==> config.mk <==
export PLATFORM = sky130hd
export DESIGN_NAME = imem_loader
export DESIGN_NICKNAME = d
export VERILOG_FILES = /design/src/rtl/imem_loader.sv
export SDC_FILE = /design/constraint.sdc
export NUM_CORES = 1
export LEC_CHECK = 0
export CORE_UTILIZATION = 53
export DETAILED_ROUTE_END_ITERATION = 10
export PLACE_DENSITY = 0.8
export RECOVER_POWER = 25
export SYNTH_ARGS = -nofsm -noshare
export SYNTH_HDL_FRONTEND = slang
export SYNTH_SLANG_ARGS = --single-unit
==> constraint.sdc <==
create_clock -name i_clk -period 2.7 [get_ports i_clk]
set_input_delay 0.27 -clock i_clk [delete_from_list [all_inputs] [get_ports i_clk]]
set_output_delay 0.27 -clock i_clk [all_outputs]
set_load 0.05 [all_outputs]
==> src/rtl/imem_loader.sv <==
// imem_loader: length-prefixed byte-stream loader that fills instruction memory and stalls the CPU until done.
module imem_loader #(
  parameter logic [31:0] BASE_ADDR = 32'd0,
  parameter int          MAX_WORDS = 64
) (
  input  logic        i_clk,
  input  logic        i_rst_n,
  input  logic        i_byte_valid,
  input  logic [7:0]  i_byte_data,
  output logic        o_byte_ready,
  output logic        o_imem_we,
  output logic [31:0] o_imem_addr,
  output logic [31:0] o_imem_wdata,
  output logic        o_cpu_hold,
  output logic        o_load_done,
  output logic        o_load_err
);
  localparam logic [2:0] S_LEN_HI = 3'd0;
  localparam logic [2:0] S_LEN_LO = 3'd1;
  localparam logic [2:0] S_DATA   = 3'd2;
  localparam logic [2:0] S_WRITE  = 3'd3;
  localparam logic [2:0] S_DONE   = 3'd4;
  localparam logic [2:0] S_ERR    = 3'd5;
  logic [2:0]  r_state;
  logic [15:0] r_len;
  logic [15:0] r_wcnt;
  logic [1:0]  r_bcnt;
  logic [31:0] r_wdata;
  logic [31:0] r_addr;
  logic        w_xfer;
  logic [15:0] w_len;
  assign o_byte_ready = (r_state == S_LEN_HI) || (r_state == S_LEN_LO) || (r_state == S_DATA);
  assign o_imem_we    = r_state == S_WRITE;
  assign o_imem_addr  = r_addr;
  assign o_imem_wdata = r_wdata;
  assign o_cpu_hold   = r_state != S_DONE;
  assign o_load_done  = r_state == S_DONE;
  assign o_load_err   = r_state == S_ERR;
  assign w_xfer       = i_byte_valid && o_byte_ready;
  assign w_len        = {r_len[15:8], i_byte_data};
  always_ff @(posedge i_clk or negedge i_rst_n) begin
    if (!i_rst_n) begin
      r_state <= S_LEN_HI;
      r_len   <= '0;
      r_wcnt  <= '0;
      r_bcnt  <= '0;
      r_wdata <= '0;
      r_addr  <= BASE_ADDR;
    end else begin
      case (r_state)
        S_LEN_HI: if (w_xfer) begin
          r_len[15:8] <= i_byte_data;
          r_state     <= S_LEN_LO;
        end
        S_LEN_LO: if (w_xfer) begin
          r_len[7:0] <= i_byte_data;
          r_state    <= (w_len == 16'd0) ? S_DONE : (w_len > 16'(MAX_WORDS)) ? S_ERR : S_DATA;
        end
        S_DATA: if (w_xfer) begin
          r_wdata <= {r_wdata[23:0], i_byte_data};
          r_bcnt  <= r_bcnt + 2'd1;
          if (r_bcnt == 2'd3) r_state <= S_WRITE;
        end
        S_WRITE: begin
          r_addr  <= r_addr + 32'd4;
          r_wcnt  <= r_wcnt + 16'd1;
          r_state <= (r_wcnt + 16'd1 == r_len) ? S_DONE : S_DATA;
        end
        default: r_state <= r_state;
      endcase
    end
  end
endmodule

==> results of run 1 <==
-- area by class of cell --
class,instances,area share
Clock inverter,6,0.009190
Timing Repair Buffer,83,0.1435
Tap cell,105,0.02298
Multi-Input combinational cell,272,0.3630
Inverter,6,0.003939
Clock buffer,10,0.02407
Sequential cell,99,0.4333
-- kinds of logic (layout without fill, tap and decap cells) --
kind of cell	after synthesis	in the layout	synth area share
fa+ha+maj	3	3	0.008039
buf+inv	23	105	0.02679
simple gates	122	122	0.1450
compound gates	30	30	0.04609
flops	99	99	0.5305
mux	52	52	0.1246
xor+xnor	63	63	0.1182
other cells	1	2	0.0008031
-- per-stage QoR --
step | util | hold WS (ps) | total power, mW | std cells | setup WS [ps]
final | 0.6822 | 341.1 | 2.581 | 581 | 321.9
after global routing | 0.6822 | 487.1 | 2.684 | 581 | 176.3
after CTS | 0.6825 | 46.98 | 2.618 | 581 | 324.1
after detailed placement | 0.6598 | 445.9 | 1.698 | 565 | 304.3
after global placement | 0.6598 | 433.5 | 1.693 | 565 | 362.8
after floorplan | - | -25.59 | 1.619 | 394 | 455.4
-- registers in the layout (all words and copies together), names as in the netlist --
register and flops:
o_imem_addr 30, r_len 16, r_wcnt 16, r_state 3, r_bcnt 2, o_imem_wdata 32
-- how the worst min path moves through the flow --
stage                  from              end  slack [ps]  cells after the start
detailed placement  i_rst_n   o_imem_addr[5]         450                      1
floorplan           i_rst_n  o_imem_addr[10]         -30                      0
global route        i_rst_n   o_imem_addr[4]         490                      1
CTS                 i_rst_n   o_imem_addr[5]          50                      1
finish              i_rst_n   o_imem_addr[5]         340                      1
global placement    i_rst_n   o_imem_addr[2]         430                      1
-- layout by cell type, fill, tap and decap left out, types with 10 or more instances in the layout --
cell	instances
sky130_fd_sc_hd__dfrtp_1	99
sky130_fd_sc_hd__clkdlybuf4s50_1	75
sky130_fd_sc_hd__mux2_2	49
sky130_fd_sc_hd__xnor2_1	41
sky130_fd_sc_hd__nand2_1	31
sky130_fd_sc_hd__xor2_1	22
sky130_fd_sc_hd__nand3_1	17
sky130_fd_sc_hd__nor2_1	14
sky130_fd_sc_hd__nand4_1	12
sky130_fd_sc_hd__clkbuf_8	10
-- cell usage after synthesis, drive strengths merged, types with 2 or more instances --
library cell,number,share of area
nand2,32,0.026
o211ai,4,0.0064
nor3,10,0.013
o31a,3,0.0056
mux2i,3,0.0064
nor4,5,0.0067
a31oi,3,0.0040
inv,6,0.0048
mux2,49,0.12
o31ai,2,0.0032
nand3,18,0.022
xnor2,41,0.077
and2,6,0.0080
a21oi,5,0.0054
nor2,14,0.011
or4,3,0.0056
xor2,22,0.041
clkbuf,8,0.011
o21ai,5,0.0054
buf,9,0.011
dfrtp,99,0.53
nand4,13,0.019
and4,7,0.013
o32ai,2,0.0054
ha,3,0.0080
nand2b,2,0.0027
and3,7,0.0094
-- worst max-delay path, stage by stage (launching register included) --
cell                      delay, ps
sky130_fd_sc_hd__dfrtp_1        520
sky130_fd_sc_hd__ha_1           240
sky130_fd_sc_hd__nand4_2        210
sky130_fd_sc_hd__or4_1          570
sky130_fd_sc_hd__o21ai_0        180
sky130_fd_sc_hd__a311o_1        200
sky130_fd_sc_hd__o21ai_0         90
sky130_fd_sc_hd__o31a_1         280
-- metal layers --
| metal | vias to the layer above | routed length, µm | GRT usage |
|---|---|---|---|
| met3 | 4 | 442 | 0.04897 |
| li1 | 1543 | - | - |
| met2 | 87 | 4755 | 0.3804 |
| met4 | 0 | 62 | 0.07587 |
| met5 | - | 0 | 0 |
| met1 | 1639 | 4309 | 0.3055 |
-- report_power, final --
| part | switching, mW | total (mW) | internal (mW) |
|---|---|---|---|
| registers | 0.0197 | 1.52 | 1.50 |
| clock network | 0.538 | 0.915 | 0.377 |
| logic | 0.0883 | 0.145 | 0.0566 |
==> results.md, run 1 <==
* Outcome: finished with violations
* Failing checks: capacitance limit, slew limit
* Post-synth ARST share at 1.000
* Hold-fix buffers, CTS at 0
* Top flip-flop cell by instance count after synthesis: sky130_fd_sc_hd__dfrtp_1
* Vias after detailed routing at 3,273
* Average routed wire per standard cell at 16.47 µm
* Setup tns final at 0 ps
* Placer Congestion at 0.8524
* Cells after Synth at 393
* CP max FO at 7
* Synth cell types at 49
* Antenna diode count at 0
* Number of setup violations in the final report at 0
* Clock-pin slew of the registers on the worst-case setup and hold paths at 100 ps
* Crit path required time at 2940 ps
* Mean instance size in the synthesized netlist at 11.88 µm²
* Maximum frequency from static timing analysis at 420.5 MHz
* FF+latch count, synth at 99
* Placement-stage cell area at 5530 µm²
* Cts bufs inserted at 9
* Clock tree buffer depth at 2
* Total track usage at 0.2310
* Flop-to-flop setup slack at 320 ps
* Die height at 95.87 µm
* Worst min-delay path category: in2async
* Relative max-transition margin at -0.1248
* Endpoints failing hold at 0
* Max-cap viol count at 1
* Worst path arrival time at 2620 ps
* Area enclosed by the die boundary at 9190 µm²
* Type of the setup path with the least slack: reg2reg
* First drt pass iteration count at 4
* Area of the multi-input gates at 2076 µm²
* Fin. max-slew vios at 69
* Iteration-0 DRC count of the detailed router at 139
* Sequential cell area in the final layout at 2477 µm²
* Kind of start point of the critical path: flip-flop
* Source-to-sink clock delay at the later pin of the worst-skew pair at 360 ps
* DRT antenna net count at 0
* Pin count of the biggest net entering global routing at 70
* Power density of the placed cells at 451.3 nW/µm²
* Number of global-route vias before repair at 3,283
* Num ports at 80
* Leakage power of the design at 2.550 nW
* Post-layout nets at 485
* Tmin final at 2378 ps
* Number of H-tree levels at 3
* Number of antenna violations at the first check in global routing at 0
* Placed wire-length estimate at 6870 µm
* Final Cycle Share at 0.8808
* Crit path to: r_state[1]
* Vias per std cell at 5.633
* Clock Sinks at 99
* Slew of the pin with the lowest slew margin at 1687 ps
* Fillcell total at 638
* Width of the chip at 95.87 µm
* R2R cell count at 7
* Count of flip-flops with a built-in enable after synthesis at 0
* CTS-repair resized insts at 0
* Seq/Total Area, Yosys at 0.5305
* TritonCTS clock tree: built
* Root Buffer: sky130_fd_sc_hd__clkbuf_8
* Placeable core area at 8382 µm²
* Endpoint of the worst register-to-register path: r_state[1]
* Wire length of the first global-routing pass at 16,020 µm
* Input/output buffers at 77
* Worst setup skew after layout at 16.01 ps
* Setup crit end kind: flip-flop
* Drc violations at 0
* Row count at 33
* Yosys Warn Count at 0
* Layout Area Growth over Synthesis at 22.45%
* Final WL at 9571 µm
* Start of the worst register-to-register path: r_wcnt[0]
* Post-synthesis cell area at 4669 µm²
* Setup repair after global routing missed its margin: no
* Post-CTS setup buffer count at 0
* Total global routing overflow at 0
* Starting density of the core at 0.5571
* Maximum ir drop on the vdd rail at 378.3 µV
* Layout cell share with drive strength beyond 1 at 0.1723
* Final std cell area, no fill at 5718 µm²
* Start point of the critical path: r_wcnt[0]
Note: power is estimated with default switching activity, not from simulation.
==> inputs of run 2 (changes only) <==
TNS_END_PERCENT = 1   (was default)
==> results of run 2 <==
Final layout, timing and power as in run 1 (identical DEF).
